===== config.mk =====
export PLATFORM = sky130hd
export DESIGN_NAME = ascon_serial_loader_flat
export DESIGN_NICKNAME = d
export VERILOG_FILES = /design/src/rtl/ascon_serial_loader_pkg.sv /design/src/rtl/ascon_serial_loader_if.sv /design/src/rtl/ascon_serial_loader_lfsr32.sv /design/src/rtl/ascon_serial_loader.sv /design/src/flat_wrapper.sv
export SDC_FILE = /design/constraint.sdc
export NUM_CORES = 1
export LEC_CHECK = 0
export BUFFER_PORTS_ARGS = -buffer_cell sky130_fd_sc_hd__buf_2
export CORE_AREA = 2 2 284 286
export DETAILED_ROUTE_END_ITERATION = 8
export DIE_AREA = 0 0 286 288
export SYNTH_ARGS = -nofsm -noshare
export SYNTH_HDL_FRONTEND = slang
export SYNTH_SLANG_ARGS = --single-unit

===== constraint.sdc =====
create_clock -name clk -period 48 [get_ports clk]
set_input_delay 9.6 -clock clk [delete_from_list [all_inputs] [get_ports clk]]
set_output_delay 9.6 -clock clk [all_outputs]
set_load 0.02 [all_outputs]

===== src/rtl/ascon_serial_loader_pkg.sv =====
// Shared constants, state encoding and helper functions for the Ascon serial loader.
// Included by the loader top, its request interface and the PRNG lane.
package ascon_serial_loader_pkg;

    localparam int          ASCON_NONCE_W = 128;
    localparam int          RAND_LANES    = 9;
    localparam logic [31:0] LFSR_POLY     = 32'h80200003;
    localparam logic [31:0] LANE_GOLDEN   = 32'h9E3779B9;

    typedef enum logic [1:0] {
        ST_IDLE  = 2'd0,
        ST_LOAD  = 2'd1,
        ST_START = 2'd2,
        ST_WAIT  = 2'd3
    } state_e;

    function automatic int max_of(int a, int b);
        return (a > b) ? a : b;
    endfunction

    function automatic int calc_nb(int k, int l, int y);
        int m;
        m = max_of(max_of(k, ASCON_NONCE_W), max_of(l, y));
        return (m + 7) / 8;
    endfunction

    // An all-zero Galois LFSR would lock up, so such a seed becomes 1.
    function automatic logic [31:0] lane_seed(logic [31:0] seed, int lane);
        logic [31:0] s;
        s = seed ^ (32'(lane) * LANE_GOLDEN);
        return (s == 32'd0) ? 32'd1 : s;
    endfunction

    function automatic logic [31:0] lfsr_step(logic [31:0] s);
        return s[0] ? ((s >> 1) ^ LFSR_POLY) : (s >> 1);
    endfunction

endpackage


===== src/rtl/ascon_serial_loader_if.sv =====
// Parallel request bus of the Ascon serial loader: one operand set plus op and a
// valid/ready handshake.
interface ascon_serial_loader_if
    import ascon_serial_loader_pkg::*;
#(
    parameter int K = 128,
    parameter int L = 40,
    parameter int Y = 96
);
    logic [K-1:0]             key_i;
    logic [ASCON_NONCE_W-1:0] nonce_i;
    logic [L-1:0]             ad_i;
    logic [Y-1:0]             pt_i;
    logic                     op_i;
    logic                     req_valid_i;
    logic                     req_ready_o;

    modport master (
        output key_i, nonce_i, ad_i, pt_i, op_i, req_valid_i,
        input  req_ready_o
    );

    modport slave (
        input  key_i, nonce_i, ad_i, pt_i, op_i, req_valid_i,
        output req_ready_o
    );
endinterface


===== src/rtl/ascon_serial_loader_lfsr32.sv =====
// One 32-bit Galois LFSR lane (taps 32,22,2,1) of the masking-randomness generator.
// Free-runs every clock once reset is released.
module ascon_serial_loader_lfsr32
    import ascon_serial_loader_pkg::*;
#(
    parameter logic [31:0] SEED_LANE = 32'd1
) (
    input  logic        clk,
    input  logic        rst,
    output logic [31:0] state_o
);
    logic [31:0] state_q;

    always_ff @(posedge clk or posedge rst) begin
        if (rst) state_q <= SEED_LANE;
        else     state_q <= lfsr_step(state_q);
    end

    assign state_o = state_q;
endmodule


===== src/rtl/ascon_serial_loader.sv =====
// Feeds one parallel Ascon request into the core a byte per cycle with fresh masking
// randomness, then pulses the selected start strobe and waits for the core's ready.
//
// state    | meaning
// IDLE     | request port open, data bytes and strobes low
// LOAD     | NB cycles, one operand byte per field per cycle
// START    | selected start strobe held high for START_CYC cycles
// WAIT     | hold until the matching core ready is sampled high
module ascon_serial_loader
    import ascon_serial_loader_pkg::*;
#(
    parameter int          K         = 128,
    parameter int          L         = 40,
    parameter int          Y         = 96,
    parameter int          START_CYC = 5,
    parameter logic [31:0] SEED      = 32'hACE12024
) (
    input  logic                  clk,
    input  logic                  rst,
    ascon_serial_loader_if.slave  req,
    input  logic                  enc_ready_i,
    input  logic                  dec_ready_i,
    output logic [39:0]           keyxSO,
    output logic [39:0]           noncexSO,
    output logic [39:0]           associated_dataxSO,
    output logic [39:0]           plain_textxSO,
    output logic [111:0]          r_64xSO,
    output logic [23:0]           r_128xSO,
    output logic [23:0]           r_ptxSO,
    output logic                  encryption_startxSO,
    output logic                  decryption_startxSO,
    output logic                  busy_o
);
    localparam int NB    = calc_nb(K, L, Y);
    localparam int SR_W  = NB * 8;
    localparam int CNT_W = $clog2(max_of(NB, START_CYC) + 1);

    function automatic logic [SR_W-1:0] msb_align(logic [SR_W-1:0] f, int w);
        return f << (SR_W - w);
    endfunction

    state_e            state_q;
    logic              op_q;
    logic [CNT_W-1:0]  cnt_q;
    logic [SR_W-1:0]   sr_key_q, sr_non_q, sr_ad_q, sr_pt_q;
    logic [7:0]        key_byte_q, non_byte_q, ad_byte_q, pt_byte_q;
    logic              enc_start_q, dec_start_q;
    logic [SR_W-1:0]   key_al, non_al, ad_al, pt_al;

    assign key_al = msb_align(SR_W'(req.key_i), K);
    assign non_al = msb_align(SR_W'(req.nonce_i), ASCON_NONCE_W);
    assign ad_al  = msb_align(SR_W'(req.ad_i), L);
    assign pt_al  = msb_align(SR_W'(req.pt_i), Y);

    always_ff @(posedge clk or posedge rst) begin
        if (rst) begin
            state_q     <= ST_IDLE;
            op_q        <= 1'b0;
            cnt_q       <= '0;
            sr_key_q    <= '0;
            sr_non_q    <= '0;
            sr_ad_q     <= '0;
            sr_pt_q     <= '0;
            key_byte_q  <= '0;
            non_byte_q  <= '0;
            ad_byte_q   <= '0;
            pt_byte_q   <= '0;
            enc_start_q <= 1'b0;
            dec_start_q <= 1'b0;
        end else begin
            case (state_q)
                ST_IDLE: begin
                    if (req.req_valid_i) begin
                        op_q       <= req.op_i;
                        key_byte_q <= key_al[SR_W-1 -: 8];
                        non_byte_q <= non_al[SR_W-1 -: 8];
                        ad_byte_q  <= ad_al[SR_W-1 -: 8];
                        pt_byte_q  <= pt_al[SR_W-1 -: 8];
                        sr_key_q   <= key_al << 8;
                        sr_non_q   <= non_al << 8;
                        sr_ad_q    <= ad_al << 8;
                        sr_pt_q    <= pt_al << 8;
                        cnt_q      <= CNT_W'(NB - 1);
                        state_q    <= ST_LOAD;
                    end
                end
                ST_LOAD: begin
                    if (cnt_q == '0) begin
                        key_byte_q  <= '0;
                        non_byte_q  <= '0;
                        ad_byte_q   <= '0;
                        pt_byte_q   <= '0;
                        enc_start_q <= ~op_q;
                        dec_start_q <= op_q;
                        cnt_q       <= CNT_W'(START_CYC - 1);
                        state_q     <= ST_START;
                    end else begin
                        key_byte_q <= sr_key_q[SR_W-1 -: 8];
                        non_byte_q <= sr_non_q[SR_W-1 -: 8];
                        ad_byte_q  <= sr_ad_q[SR_W-1 -: 8];
                        pt_byte_q  <= sr_pt_q[SR_W-1 -: 8];
                        sr_key_q   <= sr_key_q << 8;
                        sr_non_q   <= sr_non_q << 8;
                        sr_ad_q    <= sr_ad_q << 8;
                        sr_pt_q    <= sr_pt_q << 8;
                        cnt_q      <= cnt_q - 1'b1;
                    end
                end
                ST_START: begin
                    if (cnt_q == '0) begin
                        enc_start_q <= 1'b0;
                        dec_start_q <= 1'b0;
                        state_q     <= ST_WAIT;
                    end else begin
                        cnt_q <= cnt_q - 1'b1;
                    end
                end
                ST_WAIT: begin
                    if (op_q ? dec_ready_i : enc_ready_i) state_q <= ST_IDLE;
                end
                default: state_q <= ST_IDLE;
            endcase
        end
    end

    // Lane i drives bits [32i+31:32i]; everything random reads zero during reset.
    logic [RAND_LANES*32-1:0] rand_w, rand_g;

    for (genvar i = 0; i < RAND_LANES; i++) begin : g_lane
        ascon_serial_loader_lfsr32 #(.SEED_LANE(lane_seed(SEED, i))) u_lfsr (
            .clk     (clk),
            .rst     (rst),
            .state_o (rand_w[32*i +: 32])
        );
    end

    assign rand_g = rst ? '0 : rand_w;

    assign noncexSO            = {rand_g[31:0],   non_byte_q};
    assign plain_textxSO       = {rand_g[63:32],  pt_byte_q};
    assign associated_dataxSO  = {rand_g[95:64],  ad_byte_q};
    assign keyxSO              = {rand_g[127:96], key_byte_q};
    assign r_64xSO             = rand_g[239:128];
    assign r_ptxSO             = rand_g[263:240];
    assign r_128xSO            = rand_g[287:264];

    assign encryption_startxSO = enc_start_q;
    assign decryption_startxSO = dec_start_q;
    assign busy_o              = (state_q != ST_IDLE);
    assign req.req_ready_o     = (state_q == ST_IDLE) && !rst;
endmodule


===== src/flat_wrapper.sv =====
// flat-port wrapper written by rule: the top's interface ports become plain ports
module ascon_serial_loader_flat import ascon_serial_loader_pkg::*;
#(
    parameter int          K         = 128,
    parameter int          L         = 40,
    parameter int          Y         = 96,
    parameter int          START_CYC = 5,
    parameter logic [31:0] SEED      = 32'hACE12024
)
  (clk, rst, enc_ready_i, dec_ready_i, keyxSO, noncexSO, associated_dataxSO, plain_textxSO, r_64xSO, r_128xSO, r_ptxSO, encryption_startxSO, decryption_startxSO, busy_o, req_key_i, req_nonce_i, req_ad_i, req_pt_i, req_op_i, req_req_valid_i, req_req_ready_o);
  ascon_serial_loader_if #(.K(K), .L(L), .Y(Y)) req_i ();
  input  logic clk;
  input  logic rst;
  input  logic enc_ready_i;
  input  logic dec_ready_i;
  output logic [39:0] keyxSO;
  output logic [39:0] noncexSO;
  output logic [39:0] associated_dataxSO;
  output logic [39:0] plain_textxSO;
  output logic [111:0] r_64xSO;
  output logic [23:0] r_128xSO;
  output logic [23:0] r_ptxSO;
  output logic encryption_startxSO;
  output logic decryption_startxSO;
  output logic busy_o;
  input wire logic [$bits(req_i.key_i)-1:0] req_key_i;
  input wire logic [$bits(req_i.nonce_i)-1:0] req_nonce_i;
  input wire logic [$bits(req_i.ad_i)-1:0] req_ad_i;
  input wire logic [$bits(req_i.pt_i)-1:0] req_pt_i;
  input wire logic [$bits(req_i.op_i)-1:0] req_op_i;
  input wire logic [$bits(req_i.req_valid_i)-1:0] req_req_valid_i;
  output wire logic [$bits(req_i.req_ready_o)-1:0] req_req_ready_o;
  assign req_i.key_i = req_key_i;
  assign req_i.nonce_i = req_nonce_i;
  assign req_i.ad_i = req_ad_i;
  assign req_i.pt_i = req_pt_i;
  assign req_i.op_i = req_op_i;
  assign req_i.req_valid_i = req_req_valid_i;
  assign req_req_ready_o = req_i.req_ready_o;
  ascon_serial_loader #(.K(K), .L(L), .Y(Y), .START_CYC(START_CYC), .SEED(SEED)) u_core (.clk(clk), .rst(rst), .req(req_i), .enc_ready_i(enc_ready_i), .dec_ready_i(dec_ready_i), .keyxSO(keyxSO), .noncexSO(noncexSO), .associated_dataxSO(associated_dataxSO), .plain_textxSO(plain_textxSO), .r_64xSO(r_64xSO), .r_128xSO(r_128xSO), .r_ptxSO(r_ptxSO), .encryption_startxSO(encryption_startxSO), .decryption_startxSO(decryption_startxSO), .busy_o(busy_o));
endmodule

==> results of run 1 <==
-- worst max-delay path, stage by stage --
cell and delay, ps:
clkbuf_8 770, buf_4 950, nor2b_1 130, buf_2 210
-- synthesized netlist by cell type, types with 2 or more instances --
library cell	instances	area share
a21o_1	2	0.00054
mux2i_1	3	0.0011
o22ai_1	586	0.13
nand3b_1	9	0.0024
nand2b_1	3	0.00067
nor3_1	2	0.00036
a22o_1	2	0.00063
a22oi_1	32	0.0086
dfstp_2	150	0.14
buf_6	9	0.0036
buf_4	18	0.0048
xor2_1	27	0.0085
o211ai_1	2	0.00054
ha_1	7	0.0031
buf_2	49	0.0088
dfrtp_1	540	0.48
a31oi_1	33	0.0074
nor2_1	68	0.0091
o21ai_0	78	0.014
nor3b_1	2	0.00054
a21oi_1	329	0.059
nor2b_1	322	0.072
o21a_1	2	0.00054
inv_1	6	0.00081
mux2_2	2	0.00081
buf_1	5	0.00067
clkbuf_1	156	0.021
nand2_1	66	0.0089
-- flip-flops by register name, indices dropped and copies added (netlist names) --
name,cells
u_core.ad_byte_q,8
u_core.cnt_q,5
u_core.decryption_startxSO,1
u_core.encryption_startxSO,1
u_core.g_lane.u_lfsr.state_o,288
u_core.key_byte_q,8
u_core.non_byte_q,8
u_core.op_q,1
u_core.pt_byte_q,8
u_core.sr_ad_q,32
u_core.sr_key_q,120
u_core.sr_non_q,120
u_core.sr_pt_q,88
u_core.state_q,2
-- routing by layer --
| layer | up-vias | track usage | wire length, microns |
|---|---|---|---|
| met2 | 783 | 0.343 | 44600 |
| met4 | 34 | 0.0857 | 2940 |
| li1 | 10509 | - | - |
| met3 | 183 | 0.0554 | 6290 |
| met1 | 11356 | 0.287 | 39600 |
| met5 | - | 0 | 210 |
-- metrics by stage --
stage	setup slack, ps	utilization	total power, uW
floorplan	18960	-	1470
global placement	26740	0.402	1650
detailed placement	26630	0.402	1670
CTS	26630	0.435	2290
global route	26390	0.436	2420
finish	26640	0.437	2270
-- worst paths after layout --
kind / startpoint / to / cells after the start / slack, ps
setup / recovery: rst / plain_textxSO[36] / 4 / 26640
hold / removal: u_core.g_lane[4].u_lfsr.state_o[5]$_DFF_PP0_ / u_core.g_lane[4].u_lfsr.state_o[4]$_DFF_PP0_ / 0 / 350
setup reg to reg: u_core.state_q[0]$_DFFE_PP0P_ / u_core.sr_pt_q[54]$_DFFE_PP0P_ / 8 / 42880
hold reg to reg: u_core.g_lane[4].u_lfsr.state_o[5]$_DFF_PP0_ / u_core.g_lane[4].u_lfsr.state_o[4]$_DFF_PP0_ / 0 / 350
max in group asynchronous: rst / u_core.sr_non_q[72]$_DFFE_PP0P_ / 5 / 34950
min in group asynchronous: rst / u_core.g_lane[3].u_lfsr.state_o[19]$_DFF_PP0_ / 2 / 9880
-- where the power goes --
group	total, uW	internal [uW]	switching, uW
sequential	886	751	135
combinational	776	282	493
clock	612	358	255
-- kinds of logic after synthesis --
family	Yosys count	synth area share
adders and majority gates	7	0.00314
xor gates and xnor gates	27	0.00847
buffers and inverters	246	0.0411
muxes	6	0.00242
DFF	690	0.625
and+or+nand+nor	477	0.0960
AOI/OAI and AO/OA	1070	0.224
-- area by class of cell --
cell class	instances	area (sq um)
Antenna cell	34	85.1
Clock buffer	103	2190
Clock inverter	38	469
Fill cell	7687	44900
Inverter	7	33.8
Multi-Input combinational cell	1587	9380
Sequential cell	690	17500
Tap cell	1060	1330
Timing Repair Buffer	746	3830
==> flow_summary.json, run 1 <==
{
  "status": "completed",
  "critPathKind": "input port to primary output",
  "die_h_microns": 288,
  "cts_sinks": 690,
  "final.setup.tns_ps": 0,
  "finalSetupViolCount": 0,
  "slew_headroom": 0.247,
  "clk_latency_ps": 620,
  "tightest_slew_ps": 1130,
  "drive_above_1_share": 0.328,
  "synthesis.area_sq_um": 27900,
  "async_flop_share": 1.00,
  "syn_nets": 2928,
  "cts-resized-gates": 0,
  "cts_root_buf": "clkbuf_16",
  "drc": 0,
  "grt_max_degree": 178,
  "layout_common_cells": "buf_2, o22ai_1, dfrtp_1",
  "crit_fanout": 171,
  "die_w_microns": 286,
  "placementRows": 104,
  "place_congestion": 0.852,
  "synth_edf_count": 0,
  "cap_viol_max_count": 0,
  "ys_types": 41,
  "placedCellCount": 4090,
  "period_share": 0.445,
  "p_leak_uw": 0.0156,
  "route.vias.total": 22865,
  "clockBufferDepth": 3,
  "cp.required_ps": 38400,
  "endpoint_kind": "primary output",
  "cts_buffers": 77,
  "timing.critical_path.arrival_ps": 11760,
  "antenna_found_initial": 59,
  "port_buffers": 721,
  "grtUsageTotal": 0.218,
  "grt_pass1_vias": 21791,
  "dpl_cell_area_sq_um": 32000,
  "postSynthAreaPerCell_sq_um": 11.1,
  "postCtsSetupBuffers": 0,
  "post-route-min-period_ps": 21360,
  "wl_per_cell_microns": 21.9,
  "finalWirelength_mm": 93.6,
  "slew_viol_final": 0,
  "design.core.area_sq_um": 79600,
  "via_per_inst": 5.36,
  "syn_inst": 2523,
  "ant_nets": 0,
  "cts_tree": "built",
  "start_util": 0.351,
  "ys.flop_type": "dfrtp_1",
  "nets": 3514,
  "hold_viol_final": 0,
  "ys_warn_count": 0,
  "rsz0062_at_grt": "false",
  "power_density_nw_per_um2": 65.4,
  "drt-initial-drc-count": 1863,
  "grt_overflow_total": 0,
  "cp-start-kind": "input port",
  "fmax_ghz": 0.0468,
  "grt_pass1_wl_mm": 138,
  "ir_drop_uv": 54.6,
  "ys_ff_latch": 690,
  "hold_path_class": "flop to flop",
  "die-area_sq_um": 82400,
  "seq_area_frac_synth": 0.625,
  "cts_max_level": 3,
  "io_pins": 722,
  "clk_pin_slew_ps": 60,
  "holdWs_ps": 351,
  "stdcell_area_sq_um": 34800,
  "hold_buffers": 0,
  "clock-skew-final_ps": 31.9,
  "final_common_cell": "buf_2",
  "drt_pre_antenna_iters": 5,
  "syn2layout_area_growth_pct": 24.5,
  "instances_no_fill": 4265,
  "dp_hpwl_mm": 62.8
}
(Power assumes the default switching activity.)
==> run 2, diff against run 1 <==
--- a/config.mk
+++ b/config.mk
@@ -6,9 +6,9 @@
 export NUM_CORES = 1
 export LEC_CHECK = 0
 export BUFFER_PORTS_ARGS = -buffer_cell sky130_fd_sc_hd__buf_2
-export CORE_AREA = 2 2 284 286
+export CORE_AREA = 2 2 283 285
 export DETAILED_ROUTE_END_ITERATION = 8
-export DIE_AREA = 0 0 286 288
+export DIE_AREA = 0 0 285 287
 export SYNTH_ARGS = -nofsm -noshare
 export SYNTH_HDL_FRONTEND = slang
 export SYNTH_SLANG_ARGS = --single-unit
==> constraint.sdc (replaced) <==
create_clock -name clk -period 17.25 [get_ports clk]
set_input_delay 3.45 -clock clk [delete_from_list [all_inputs] [get_ports clk]]
set_output_delay 3.45 -clock clk [all_outputs]
set_load 0.02 [all_outputs]
==> flow_summary.json, run 2 (synthesized netlist as in run 1, its figures left out) <==
{
  "antenna_found_initial": 41,
  "critPathKind": "input port to primary output",
  "cts-resized-gates": 0,
  "status": "completed",
  "drt-initial-drc-count": 1637,
  "place_congestion": 0.836,
  "die_w_microns": 285,
  "p_leak_uw": 0.0157,
  "cap_viol_max_count": 0,
  "finalSetupViolCount": 0,
  "cts_root_buf": "clkbuf_16",
  "via_per_inst": 5.35,
  "final.setup.tns_ps": 0,
  "drive_above_1_share": 0.328,
  "start_util": 0.355,
  "grt_overflow_total": 0,
  "clock-skew-final_ps": 29.3,
  "clockBufferDepth": 3,
  "placementRows": 103,
  "drc": 0,
  "finalWirelength_mm": 93.2,
  "cts_sinks": 690,
  "crit_chain": "clkbuf_8, buf_4, nor2b_1, buf_2",
  "grt_pass1_wl_mm": 139,
  "die-area_sq_um": 81800,
  "grtUsageTotal": 0.218,
  "nets": 3517,
  "cts_buffers": 78,
  "power_uw": 6400,
  "n_fill_cell": 7510,
  "power_density_nw_per_um2": 183,
  "dp_hpwl_mm": 62.4,
  "ir_drop_uv": 262,
  "rsz0062_at_grt": "false",
  "crit_buf_inv": 3,
  "port_buffers": 721,
  "route.vias.total": 22755,
  "wl_per_cell_microns": 21.9,
  "io_pins": 722,
  "final_common_cell": "buf_2",
  "clk_latency_ps": 620,
  "ant_nets": 0,
  "die_h_microns": 287,
  "hold_path_class": "flop to flop",
  "crit_path_top_delay_cell": "buf_4",
  "fmax_ghz": 0.110,
  "cp.required_ps": 13800,
  "slew_viol_final": 0,
  "timing.critical_path.arrival_ps": 5640,
  "syn2layout_area_growth_pct": 25.1,
  "cts_max_level": 3,
  "hold_buffers": 0,
  "r2r_slack_ps": 12620,
  "largest_register_ffs": 288,
  "hold_viol_final": 0,
  "postCtsSetupBuffers": 0,
  "grt_pass1_vias": 22253,
  "endpoint_kind": "primary output",
  "layout_common_cells": "buf_2, o22ai_1, dfrtp_1",
  "drt_pre_antenna_iters": 7,
  "post-route-min-period_ps": 9090,
  "crit_fanout": 160,
  "slew_headroom": 0.238,
  "slowest_delay_ps": 990,
  "tightest_slew_ps": 1140,
  "cp-start-kind": "input port",
  "path_delay_family": "buffers and inverters",
  "clk_pin_slew_ps": 60,
  "design.core.area_sq_um": 78600,
  "period_share": 0.527,
  "grt_max_degree": 216,
  "cts_tree": "built"
}
==> run 2: cell count changes in the layout (fill, tap and decap cells not counted), moves of 2 or more <==
cell / change
bufinv_16: +5
diode_2: -5
clkbuf_8: +3
clkbuf_1: +2
clkinv_2: -9
clkinv_8: +3
==> run 2: final timing paths <==
kind	startpoint	endpoint	cells past startpoint
min in group asynchronous	rst	u_core.sr_ad_q[104]$_DFFE_PP0P_	2
max in group asynchronous	rst	u_core.sr_pt_q[67]$_DFFE_PP0P_	5
hold reg to reg	u_core.g_lane[6].u_lfsr.state_o[5]$_DFF_PP1_	u_core.g_lane[6].u_lfsr.state_o[4]$_DFF_PP1_	0
setup / recovery	rst	keyxSO[21]	4
hold / removal	u_core.g_lane[6].u_lfsr.state_o[5]$_DFF_PP1_	u_core.g_lane[6].u_lfsr.state_o[4]$_DFF_PP1_	0
setup reg to reg	u_core.state_q[1]$_DFFE_PP0P_	u_core.sr_non_q[54]$_DFFE_PP0P_	8
==> run 2: metal layers <==
layer	wire length, microns	up-vias	share of wire	global-route usage
li1	-	10544	-	-
met1	38500	11294	0.41	0.281
met2	44800	702	0.48	0.350
met3	6040	187	0.065	0.0515
met4	3630	28	0.039	0.100
met5	188	-	0.0020	0
==> run 2: metrics by stage <==
step	hold WS [ps]	util	setup slack (ps)	cells	instance area [sq um]
finish	338	0.444	8160	4255	34900
global route	353	0.444	7970	4247	34900
CTS	347	0.443	8220	4226	34900
detailed placement	351	0.407	8210	4082	32000
global placement	349	0.407	8290	4082	32000
floorplan	347	-	4070	2523	27900
==> run 2: power breakdown <==
group	internal, uW	switching [uW]
Combinational	790	1370
Clock	1080	706
Sequential	2090	372
==> run 2: area by class of cell <==
class | instances | area (sq um) | share of cell area
Clock buffer | 107 | 2210 | 0.0633
Sequential cell | 690 | 17500 | 0.500
Timing Repair Buffer | 748 | 3860 | 0.110
Clock inverter | 37 | 612 | 0.0175
Tap cell | 1050 | 1310 | 0.0376
Antenna cell | 29 | 72.6 | 0.00208
Multi-Input combinational cell | 1587 | 9380 | 0.268
Inverter | 7 | 30.0 | 0.000860
==> run 2: worst reg2reg max path, cell delays in order, from the launching register on <==
cell and delay (ps):
dfrtp_1 430, inv_1 150, ha_4 670, mux2_8 820
nand2_8 650, buf_4 910, buf_4 470, o22ai_1 280
a21oi_1 90
